$ cat src/rtl/uart_cmd_frame_decoder.sv
// Byte-stream to command-frame decoder: finds the 55/AA header, collects CODE and four
// parameter bytes, and releases them to the mux only when the additive checksum matches.
module uart_cmd_frame_decoder #(
  parameter logic [7:0]  HDR0           = 8'h55,
  parameter logic [7:0]  HDR1           = 8'hAA,
  parameter int unsigned TIMEOUT_CYCLES = 32'd50000
) (
  input  logic        clk,
  input  logic        rst,
  input  logic [7:0]  rx_data,
  input  logic        rx_data_vaild,
  output logic        cmd_vaild,
  output logic [7:0]  cmd_code,
  output logic [31:0] para_list,
  output logic        frame_err,
  output logic [7:0]  err_cnt,
  output logic        busy
);

  localparam int unsigned GAP_W = $clog2(TIMEOUT_CYCLES + 1);
  localparam logic [GAP_W-1:0] GAP_LIMIT = GAP_W'(TIMEOUT_CYCLES);

  typedef enum logic [2:0] {
    ST_IDLE = 3'd0,
    ST_HDR  = 3'd1,
    ST_CODE = 3'd2,
    ST_PARA = 3'd3,
    ST_CSUM = 3'd4
  } state_t;

  function automatic logic [7:0] csum_add(input logic [7:0] acc, input logic [7:0] b);
    csum_add = acc + b;
  endfunction

  function automatic logic [7:0] sat_inc8(input logic [7:0] v);
    sat_inc8 = (v == 8'hFF) ? 8'hFF : (v + 8'd1);
  endfunction

  state_t           state_r, state_nxt_s;
  logic [7:0]       code_sh_r, code_sh_nxt_s;
  logic [31:0]      para_sh_r, para_sh_nxt_s;
  logic [7:0]       csum_r, csum_nxt_s;
  logic [1:0]       idx_r, idx_nxt_s;
  logic [GAP_W-1:0] gap_r, gap_nxt_s;
  logic             cmd_vaild_r, cmd_vaild_nxt_s;
  logic             frame_err_r, frame_err_nxt_s;
  logic [7:0]       cmd_code_r, cmd_code_nxt_s;
  logic [31:0]      para_list_r, para_list_nxt_s;
  logic [7:0]       err_cnt_r, err_cnt_nxt_s;
  logic             busy_r, busy_nxt_s;
  logic             timeout_s;

  // A byte on the expiry cycle takes priority, so timeout requires no strobe.
  assign timeout_s = (state_r != ST_IDLE) && !rx_data_vaild && (gap_r == GAP_LIMIT);

  // Next-state and next-value logic for the frame FSM and its datapath.
  always_comb begin
    state_nxt_s     = state_r;
    code_sh_nxt_s   = code_sh_r;
    para_sh_nxt_s   = para_sh_r;
    csum_nxt_s      = csum_r;
    idx_nxt_s       = idx_r;
    gap_nxt_s       = gap_r;
    cmd_vaild_nxt_s = 1'b0;
    frame_err_nxt_s = 1'b0;
    cmd_code_nxt_s  = cmd_code_r;
    para_list_nxt_s = para_list_r;

    if (timeout_s) begin
      state_nxt_s     = ST_IDLE;
      frame_err_nxt_s = 1'b1;
      gap_nxt_s       = {GAP_W{1'b0}};
    end else if (rx_data_vaild) begin
      gap_nxt_s = {GAP_W{1'b0}};
      case (state_r)
        ST_IDLE: begin
          if (rx_data == HDR0) begin
            state_nxt_s = ST_HDR;
          end else begin
            state_nxt_s = ST_IDLE;
          end
        end
        ST_HDR: begin
          if (rx_data == HDR1) begin
            state_nxt_s = ST_CODE;
          end else if (rx_data == HDR0) begin
            state_nxt_s = ST_HDR;
          end else begin
            state_nxt_s = ST_IDLE;
          end
        end
        ST_CODE: begin
          code_sh_nxt_s = rx_data;
          csum_nxt_s    = rx_data;
          idx_nxt_s     = 2'd0;
          state_nxt_s   = ST_PARA;
        end
        ST_PARA: begin
          para_sh_nxt_s = {para_sh_r[23:0], rx_data};
          csum_nxt_s    = csum_add(csum_r, rx_data);
          if (idx_r == 2'd3) begin
            state_nxt_s = ST_CSUM;
          end else begin
            idx_nxt_s   = idx_r + 2'd1;
            state_nxt_s = ST_PARA;
          end
        end
        ST_CSUM: begin
          if (rx_data == csum_r) begin
            cmd_vaild_nxt_s = 1'b1;
            cmd_code_nxt_s  = code_sh_r;
            para_list_nxt_s = para_sh_r;
          end else begin
            frame_err_nxt_s = 1'b1;
          end
          state_nxt_s = ST_IDLE;
        end
        default: begin
          state_nxt_s = ST_IDLE;
        end
      endcase
    end else if (state_r == ST_IDLE) begin
      gap_nxt_s = {GAP_W{1'b0}};
    end else begin
      gap_nxt_s = gap_r + GAP_W'(1);
    end

    err_cnt_nxt_s = frame_err_nxt_s ? sat_inc8(err_cnt_r) : err_cnt_r;
    busy_nxt_s    = (state_nxt_s != ST_IDLE);
  end

  // FSM state register.
  always_ff @(posedge clk) begin
    if (rst) begin
      state_r <= ST_IDLE;
    end else begin
      state_r <= state_nxt_s;
    end
  end

  // Datapath and registered output stage.
  always_ff @(posedge clk) begin
    if (rst) begin
      code_sh_r   <= 8'h00;
      para_sh_r   <= 32'h0000_0000;
      csum_r      <= 8'h00;
      idx_r       <= 2'd0;
      gap_r       <= {GAP_W{1'b0}};
      cmd_vaild_r <= 1'b0;
      frame_err_r <= 1'b0;
      cmd_code_r  <= 8'h00;
      para_list_r <= 32'h0000_0000;
      err_cnt_r   <= 8'h00;
      busy_r      <= 1'b0;
    end else begin
      code_sh_r   <= code_sh_nxt_s;
      para_sh_r   <= para_sh_nxt_s;
      csum_r      <= csum_nxt_s;
      idx_r       <= idx_nxt_s;
      gap_r       <= gap_nxt_s;
      cmd_vaild_r <= cmd_vaild_nxt_s;
      frame_err_r <= frame_err_nxt_s;
      cmd_code_r  <= cmd_code_nxt_s;
      para_list_r <= para_list_nxt_s;
      err_cnt_r   <= err_cnt_nxt_s;
      busy_r      <= busy_nxt_s;
    end
  end

  assign cmd_vaild = cmd_vaild_r;
  assign frame_err = frame_err_r;
  assign cmd_code  = cmd_code_r;
  assign para_list = para_list_r;
  assign err_cnt   = err_cnt_r;
  assign busy      = busy_r;

endmodule

$ cat config.mk
export PLATFORM = sky130hd
export DESIGN_NAME = uart_cmd_frame_decoder
export DESIGN_NICKNAME = d
export VERILOG_FILES = /design/src/rtl/uart_cmd_frame_decoder.sv
export SDC_FILE = /design/constraint.sdc
export NUM_CORES = 1
export LEC_CHECK = 0
export ABC_AREA = 1
export CAP_MARGIN = 30
export CORE_MARGIN = 5
export CORE_UTILIZATION = 40
export DETAILED_ROUTE_END_ITERATION = 12
export SYNTH_ARGS = -nofsm -noshare
export SYNTH_HDL_FRONTEND = slang
export SYNTH_SLANG_ARGS = --single-unit
$ cat constraint.sdc
create_clock -name clk -period 4.85 [get_ports clk]
set_input_delay 0.97 -clock clk [delete_from_list [all_inputs] [get_ports clk]]
set_output_delay 0.97 -clock clk [all_outputs]
set_load 0.05 [all_outputs]
==> results of run 1 <==
-- registers in the layout, summed over array words and instances, names as in the netlist, 2 cells and up --
register and cells:
csum_r 8, cmd_code 8, state_r 3, idx_r 2, code_sh_r 8, para_list 32
err_cnt 8, gap_r 16, para_sh_r 32
-- cell type report --
cell class                      count  share of cell area
Clock buffer                       25              0.0769
Clock inverter                      7              0.0173
Inverter                           96              0.0548
Multi-Input combinational cell    466               0.354
Sequential cell                   120               0.366
Tap cell                          172              0.0327
Timing Repair Buffer               66              0.0986
-- stage by stage --
step	setup slack, ns	instance area, sq um	power (uW)	util	instances
finish	1.89	6570	2360	0.517	952
detailed placement	1.46	5950	1090	0.468	920
CTS	1.90	6570	2390	0.517	952
global placement	1.46	5950	1080	0.468	920
global route	1.71	6570	2450	0.517	952
floorplan	2.51	5220	1060	-	711
-- per-layer routing --
layer | global-route usage | share of wire | vias to the layer above
met5 | 0 | 0 | -
met4 | 0.0593 | 0.014 | 0
met3 | 0.0472 | 0.048 | 16
met2 | 0.274 | 0.47 | 88
met1 | 0.194 | 0.46 | 2150
li1 | - | - | 2422
-- worst min-delay path: stages, from the launching register on --
cell	delay, ns
dfxtp_1	0.30
inv_1	0.05
a21oi_1	0.05
-- worst max path at each step --
stage | endpoint | slack, ns | depth (start not counted)
floorplan | err_cnt[1]$_SDFFE_PP0P_ | 2.51 | 7
global placement | para_list[31]$_SDFFE_PP0P_ | 1.46 | 7
detailed placement | para_list[31]$_SDFFE_PP0P_ | 1.46 | 7
CTS | para_list[31]$_SDFFE_PP0P_ | 1.90 | 7
global route | para_list[4]$_SDFFE_PP0P_ | 1.71 | 7
finish | para_list[31]$_SDFFE_PP0P_ | 1.89 | 7
-- power by group through the flow --
stage / clock [uW] / combinational [uW] / sequential, uW
floorplan: 0 / 41.1 / 1020
global placement: 0 / 72.8 / 1010
detailed placement: 0 / 74.5 / 1010
CTS: 1320 / 74.5 / 990
global route: 1380 / 81.9 / 990
finish: 1300 / 74.3 / 991
-- cell usage after synthesis (2+ instances only) --
cell,n,area share
o21ai_1,8,0.0077
ha_1,11,0.026
clkbuf_1,14,0.010
nor3_2,2,0.0038
dfxtp_1,120,0.46
nor2_1,45,0.032
a21oi_1,108,0.10
xnor2_1,4,0.0067
nand3_1,35,0.034
nand2_4,2,0.0043
inv_1,89,0.064
nor2_2,4,0.0048
nand2_2,4,0.0048
xor2_1,2,0.0034
nand3b_1,3,0.0043
nor3_1,9,0.0086
or2_2,6,0.0072
buf_2,14,0.013
nand4_1,9,0.011
nand2_1,147,0.11
inv_2,7,0.0050
o21ai_0,56,0.054
-- kinds of logic (layout without fill, tap and decap cells) --
kind of cell	count (synthesis)	count (layout)	synth area share
simple gates	272	272	0.234
fa+ha+maj	12	12	0.0302
buf+inv	125	194	0.0946
flops	120	120	0.460
compound gates	176	176	0.171
xor+xnor	6	6	0.0101
==> flow_metrics.py, run 1 <==
metrics = {
    "die": {
        "coreArea_sq_um": 12700,
        "dieHeight_um": 124,
        "io-pin-count": 62,
        "rows": 41,
        "initial_utilization": 0.411,
        "die_area_sq_um": 15400,
        "dieWidth_um": 124,
    },
    "layout": {
        "synthToLayoutAreaGrowth_pct": 25.8,
        "drive_gt1_frac": 0.0795,
        "nets": 790,
        "final_cell_mix": "nand2_1, dfxtp_1, a21oi_1, inv_1, clkdlybuf4s50_1",
        "multi_input_comb_area_sq_um": 2330,
        "diodes": 0,
        "layout_commonest_cell": "nand2_1",
        "n_fill_cell": 1296,
        "regArea_sq_um": 2400,
    },
    "worst_setup_path": {
        "required_ns": 5.12,
        "worstSetupPathType": "in2reg",
        "r2r-start": "state_r[2]$_SDFF_PP0_",
        "path_cells": "clkdlybuf4s50_1, ha_1, nor3_1, nand4_4, buf_4, o21ai_0, a21oi_1",
        "worst_r2r_endpoint": "para_sh_r[16]$_SDFFE_PP0P_",
        "cpMaxStageDelayCell": "clkdlybuf4s50_1",
        "path_delay_family": "buffers and inverters",
        "startpoint": "rx_data[5]",
        "startpoint_type": "input pin",
        "cp-end-kind": "flip-flop",
        "max_stage_delay_ns": 0.53,
        "crit_fanout": 81,
        "arrival_ns": 3.23,
        "r2r_cells": 9,
        "rrSetupSlack_ns": 2.02,
        "critPathBufInv": 2,
    },
    "route": {
        "wire_per_inst_um": 12.8,
        "drt_iter0_markers": 366,
        "num_vias": 4676,
        "route.detailed.drc": 0,
        "vias_per_cell": 4.91,
        "wirelength_mm": 12.1,
        "ant_nets": 0,
        "drt_first_pass_iters": 4,
    },
    "clock_tree": {
        "cts_setup_buffers": 0,
        "hold_buffers": 0,
        "path_clk_slew_ns": 0.05,
        "cts_resized": 0,
        "clockBufferDepth": 2,
        "worstSkewPairLatency_ns": 0.41,
        "htreeDepth": 4,
        "cts_root_buf": "clkbuf_16",
        "numCtsBuffers": 17,
        "cts_tree": "yes",
        "clock-sinks": 120,
    },
    "global_routing": {
        "grt_start_max_net_pins": 82,
        "grt_antenna_before_repair": 0,
        "grt_pass1_wl_mm": 21.0,
        "grt_pass1_vias": 4515,
        "gr-total-overflow": 0,
        "grt_usage": 0.162,
    },
    "worst_hold_path": {
        "hp-start": "para_list[16]$_SDFFE_PP0P_",
        "hold_path.class": "reg2reg",
        "holdPathEnd": "para_list[16]$_SDFFE_PP0P_",
        "hold_depth": 2,
    },
    "sta": {
        "hold_viol": 0,
        "final.setup_skew_ns": 0.00613,
        "setup_viol": 0,
        "finalCritPeriodShare": 0.610,
        "drv_slew": 0,
        "setup_tns_ns": 0,
        "rsz0062_at_grt": "no",
        "slew_headroom": 0.395,
        "worst_pin_slew_ns": 0.904,
        "timing.hold.ws_ns": 0.442,
        "finalCriticalPeriod_ns": 2.96,
        "max_freq_mhz": 338,
    },
    "yosys": {
        "netlist_instances": 711,
        "synthArstFlopShare": 0,
        "synth_cell_type_count": 34,
        "synth_flop_cell": "dfxtp_1",
        "synth-seq-cells": 120,
        "netlist_area_sq_um": 5220,
        "synth.avg_cell_area_sq_um": 7.35,
        "syn_nets": 734,
        "yosys_warnings": 0,
        "seq_area_frac_synth": 0.460,
        "synth_edf_count": 0,
    },
    "power_and_ir_drop": {
        "p_clk_frac": 0.549,
        "power.density_nw_per_um2": 359,
        "combPwrFrac": 0.031,
        "pwr-share-seq": 0.420,
        "p_leak_uw": 0.00244,
        "ir_drop_mv": 0.186,
        "switching_power_uw": 474,
        "swShare": 0.201,
        "p_int_uw": 1890,
    },
    "place": {
        "hpwl_mm": 8.41,
        "place.port_buffers": 61,
        "gp_congestion": 0.863,
    },
    "run": {
        "drv_cap": 0,
    },
    "run_status": {
        "outcome": "finished clean",
    },
}
No activity file was read; power rests on OpenSTA's default activity.
==> inputs of run 2 (changes only) <==
- clock period: 4.85 -> 3 ns (I/O delays scaled with it)
==> run 2 against run 1 <==
Register-to-register slack got worse by 0.94 ns. First-iteration DRC count decreased by 0.82%. Die area unchanged. Flip-flop and latch count unchanged. Wire length decreased by 1.1%. Clock-buffer cell count decreased by 7. Clock power increased by 59%. Design area increased by 0.65%. Global-route usage decreased by 0.39 points.
==> flow_metrics.py, run 2 (same netlist as run 1, synthesis figures left out) <==
metrics = {
    "sta": {
        "finalCriticalPeriod_ns": 2.40,
        "drv_slew": 0,
        "final.setup_skew_ns": 0.0165,
        "setup_tns_ns": 0,
        "slew_headroom": 0.657,
        "setup_viol": 0,
        "worst_pin_slew_ns": 0.512,
        "max_freq_mhz": 417,
        "hold_viol": 0,
        "finalCritPeriodShare": 0.798,
        "rsz0062_at_grt": "no",
        "timing.hold.ws_ns": 0.442,
    },
    "route": {
        "ant_nets": 0,
        "route.detailed.drc": 0,
        "num_vias": 4640,
        "wirelength_mm": 12.0,
        "drt_iter0_markers": 363,
        "drt_first_pass_iters": 4,
        "vias_per_cell": 4.85,
        "wire_per_inst_um": 12.6,
    },
    "global_routing": {
        "grt_antenna_before_repair": 0,
        "grt_usage": 0.158,
        "grt_pass1_vias": 4361,
        "grt_pass1_wl_mm": 20.5,
        "grt_start_max_net_pins": 82,
        "gr-total-overflow": 0,
    },
    "place": {
        "dp.cells": 925,
        "hpwl_mm": 8.34,
        "gp_congestion": 0.912,
        "place_area_sq_um": 6000,
        "place.port_buffers": 61,
    },
    "clock_tree": {
        "path_clk_slew_ns": 0.06,
        "htreeDepth": 4,
        "clock-sinks": 120,
        "hold_buffers": 0,
        "cts_tree": "yes",
        "worstSkewPairLatency_ns": 0.42,
        "cts_resized": 0,
        "numCtsBuffers": 17,
        "cts_setup_buffers": 0,
        "clockBufferDepth": 2,
        "cts_root_buf": "clkbuf_16",
    },
    "die": {
        "io-pin-count": 62,
        "dieWidth_um": 124,
        "initial_utilization": 0.411,
        "rows": 41,
        "die_area_sq_um": 15400,
        "dieHeight_um": 124,
        "coreArea_sq_um": 12700,
    },
    "worst_setup_path": {
        "cpMaxStageDelayCell": "clkdlybuf4s50_1",
        "crit_fanout": 81,
        "required_ns": 3.29,
        "max_stage_delay_ns": 0.64,
        "path_cells": "clkdlybuf4s50_1, ha_1, nor3_1, nand4_4, buf_12, o21ai_0, a21oi_1",
        "arrival_ns": 2.68,
        "worstSetupPathType": "in2reg",
        "startpoint_type": "input pin",
        "cp-end-kind": "flip-flop",
    },
    "layout": {
        "drive_gt1_frac": 0.0892,
        "finalNonFillerCells": 957,
        "fin_util": 0.520,
        "regArea_sq_um": 2400,
        "final_area_sq_um": 6610,
        "synthToLayoutAreaGrowth_pct": 26.6,
        "layout_commonest_cell": "nand2_1",
        "n_fill_cell": 1298,
        "multi_input_comb_area_sq_um": 2330,
        "diodes": 0,
        "nets": 795,
        "final_cell_mix": "nand2_1, dfxtp_1, a21oi_1, inv_1, clkdlybuf4s50_1",
    },
    "run_status": {
        "outcome": "finished clean",
    },
    "power_and_ir_drop": {
        "power.density_nw_per_um2": 573,
        "p_leak_uw": 0.00246,
        "ir_drop_mv": 0.456,
    },
    "worst_hold_path": {
        "hold_path.class": "reg2reg",
    },
    "run": {
        "drv_cap": 0,
    },
}
-- run 2: layout make-up --
class | count | share of cell area
Timing Repair Buffer | 71 | 0.106
Sequential cell | 120 | 0.363
Inverter | 96 | 0.0545
Multi-Input combinational cell | 466 | 0.352
Tap cell | 172 | 0.0325
Clock inverter | 14 | 0.0261
Clock buffer | 18 | 0.0664
-- run 2: final timing paths --
kind                                   from                          to  slack, ns  cells after the start
setup reg to reg     csum_r[5]$_SDFFE_PP0P_  para_list[13]$_SDFFE_PP0P_       1.08                      6
setup / recovery                 rx_data[0]  para_list[13]$_SDFFE_PP0P_       0.60                      7
hold / removal    para_list[6]$_SDFFE_PP0P_   para_list[6]$_SDFFE_PP0P_       0.44                      2
hold reg to reg   para_list[6]$_SDFFE_PP0P_   para_list[6]$_SDFFE_PP0P_       0.44                      2
-- run 2: metrics by stage --
| step | setup slack (ns) | total power (uW) |
|---|---|---|
| 6_report | 0.605 | 3790 |
| 5_1_grt | 0.498 | 3930 |
| 4_1_cts | 0.648 | 3830 |
| 3_5_place_dp | 0.246 | 1760 |
| 3_3_place_gp | 0.276 | 1750 |
| 2_1_floorplan | 1.03 | 1710 |
-- run 2: power breakdown --
| group | internal, uW | total (uW) | switching [uW] |
|---|---|---|---|
| Clock | 1330 | 2070 | 735 |
| Combinational | 40.2 | 120 | 80.2 |
| Sequential | 1600 | 1600 | 3.26 |
| Total | 2970 | 3790 | 819 |
-- run 2: layer usage --
layer / vias to the layer above / wire, um / GRT usage
li1: 2431 / - / -
met1: 2126 / 5390 / 0.196
met2: 76 / 5980 / 0.261
met3: 7 / 579 / 0.0407
met4: 0 / 75 / 0.0632
met5: - / 0 / 0
-- run 2: worst max-delay path, delay by kind of cell --
family | cells | cell delay (ns)
adders and majority gates | 1 | 0.31
AOI/OAI and AO/OA | 2 | 0.33
buffers and inverters | 2 | 0.86
and+or+nand+nor | 2 | 0.54
==> inputs of run 3 (changes only) <==
- clock period: 3 -> 2 ns (I/O delays scaled with it)
==> run 3 against run 2 <==
Combinational power rose by 81%. Die area stayed put. Flip-flop and latch count stayed put. Clock-buffer cell count grew 4. Critical endpoint is now para_list[11].
==> flow_metrics.py, run 3 (same netlist as run 1, synthesis figures left out) <==
metrics = {
    "run_status": {
        "outcome": "finished clean",
    },
    "layout": {
        "layout_commonest_cell": "nand2_1",
        "synthToLayoutAreaGrowth_pct": 34.9,
        "n_fill_cell": 1258,
        "drive_gt1_frac": 0.140,
        "final_area_sq_um": 7050,
        "final_cell_mix": "nand2_1, dfxtp_1, a21oi_1, inv_1, o21ai_0",
        "nets": 832,
        "finalNonFillerCells": 992,
        "diodes": 0,
        "regArea_sq_um": 2400,
        "multi_input_comb_area_sq_um": 2370,
    },
    "die": {
        "die_area_sq_um": 15400,
        "dieHeight_um": 124,
        "initial_utilization": 0.411,
        "coreArea_sq_um": 12700,
        "io-pin-count": 62,
        "dieWidth_um": 124,
        "rows": 41,
    },
    "global_routing": {
        "grt_pass1_wl_mm": 21.3,
        "grt_start_max_net_pins": 51,
        "grt_pass1_vias": 4575,
        "gr-total-overflow": 0,
        "grt_usage": 0.163,
        "grt_antenna_before_repair": 0,
    },
    "route": {
        "wirelength_mm": 12.6,
        "vias_per_cell": 4.85,
        "wire_per_inst_um": 12.7,
        "num_vias": 4810,
        "route.detailed.drc": 0,
        "drt_first_pass_iters": 4,
        "ant_nets": 0,
        "drt_iter0_markers": 254,
    },
    "sta": {
        "drv_slew": 0,
        "finalCritPeriodShare": 0.979,
        "hold_viol": 0,
        "slew_headroom": 0.652,
        "final.setup_skew_ns": 0.0139,
        "setup_viol": 0,
        "finalCriticalPeriod_ns": 1.96,
        "worst_pin_slew_ns": 0.521,
        "max_freq_mhz": 511,
        "setup_tns_ns": 0,
        "rsz0062_at_grt": "no",
    },
    "place": {
        "place.port_buffers": 61,
        "dp.cells": 956,
        "hpwl_mm": 8.69,
        "place_area_sq_um": 6240,
        "gp_congestion": 0.889,
    },
    "clock_tree": {
        "path_clk_slew_ns": 0.05,
        "clockBufferDepth": 2,
        "numCtsBuffers": 17,
        "cts_tree": "yes",
        "clock-sinks": 120,
        "htreeDepth": 4,
        "hold_buffers": 0,
        "cts_root_buf": "clkbuf_16",
        "worstSkewPairLatency_ns": 0.42,
    },
    "worst_setup_path": {
        "crit_fanout": 2,
        "cp-end-kind": "output port",
        "startpoint": "para_list[11]$_SDFFE_PP0P_",
        "max_stage_delay_ns": 0.81,
        "path_cells": "clkdlybuf4s50_1",
        "startpoint_type": "flip-flop",
        "required_ns": 1.60,
        "path_delay_family": "buffers and inverters",
        "cpMaxStageDelayCell": "clkdlybuf4s50_1",
        "worstSetupPathType": "reg2out",
        "r2r-start": "csum_r[2]$_SDFFE_PP0P_",
        "arrival_ns": 1.56,
        "critPathBufInv": 1,
    },
    "worst_hold_path": {
        "hold_path.class": "reg2reg",
        "hp-start": "para_list[2]$_SDFFE_PP0P_",
    },
    "power_and_ir_drop": {
        "power.density_nw_per_um2": 834,
        "p_leak_uw": 0.00297,
        "ir_drop_mv": 0.390,
    },
    "run": {
        "drv_cap": 0,
    },
}
[run 3: cell count changes in the layout (fill, tap and decap cells not counted), moves of 3 or more]
cell	previous run	this run
buf_4	9	44
clkinv_4	4	0
ha_1	11	8
clkdlybuf4s50_1	61	37
dlymetal6s2s_1	0	15
o21ai_0	56	53
o21ai_1	8	11
buf_6	0	3
clkbuf_8	1	5
ha_4	0	3
dlygate4sd2_1	0	5
[run 3: repair_timing]
item | CTS | global route
setup endpoints to repair | 5 | 57
gates cloned | 0 | 3
buffers inserted | 0 | 3
pin swaps | 0 | 4
resized for setup | 5 | 27
[run 3: cell type report]
class,instances,share of cell area
tap,172,0.0305
inverter,96,0.0511
clock inverter,8,0.0202
timing repair buffer,108,0.150
clock buffer,22,0.0701
multi-input combinational,466,0.337
sequential,120,0.341
[run 3: stage by stage]
step                      hold WS [ns]  worst slack (ns)  utilization  power [uW]
after floorplan                  0.430             0.230            -        2560
after global placement           0.434            -0.402        0.490        2660
after detailed placement         0.435            -0.402        0.490        2670
after CTS                        0.444           0.00730        0.540        5930
after global routing             0.459           0.00254        0.554        6080
final                            0.440            0.0427        0.554        5870
[run 3: routing by layer]
layer	global-route usage	share of wire
met5	0	0
met1	0.195	0.45
met4	0.0600	0.012
met3	0.0455	0.036
met2	0.279	0.50
[run 3: final timing paths]
kind | slack (ns) | to | depth (start not counted)
worst max-delay path | 0.04 | para_list[11] | 1
worst min-delay path | 0.44 | para_list[2]$_SDFFE_PP0P_ | 2
worst max register to register | 0.19 | cmd_code[4]$_SDFFE_PP0P_ | 9
worst min register to register | 0.44 | para_list[2]$_SDFFE_PP0P_ | 2
[run 3: report_power, final]
| group | internal [uW] | switching [uW] | total (uW) |
|---|---|---|---|
| registers | 2400 | 4.51 | 2400 |
| clock network | 2230 | 1030 | 3250 |
| logic | 87.8 | 129 | 217 |
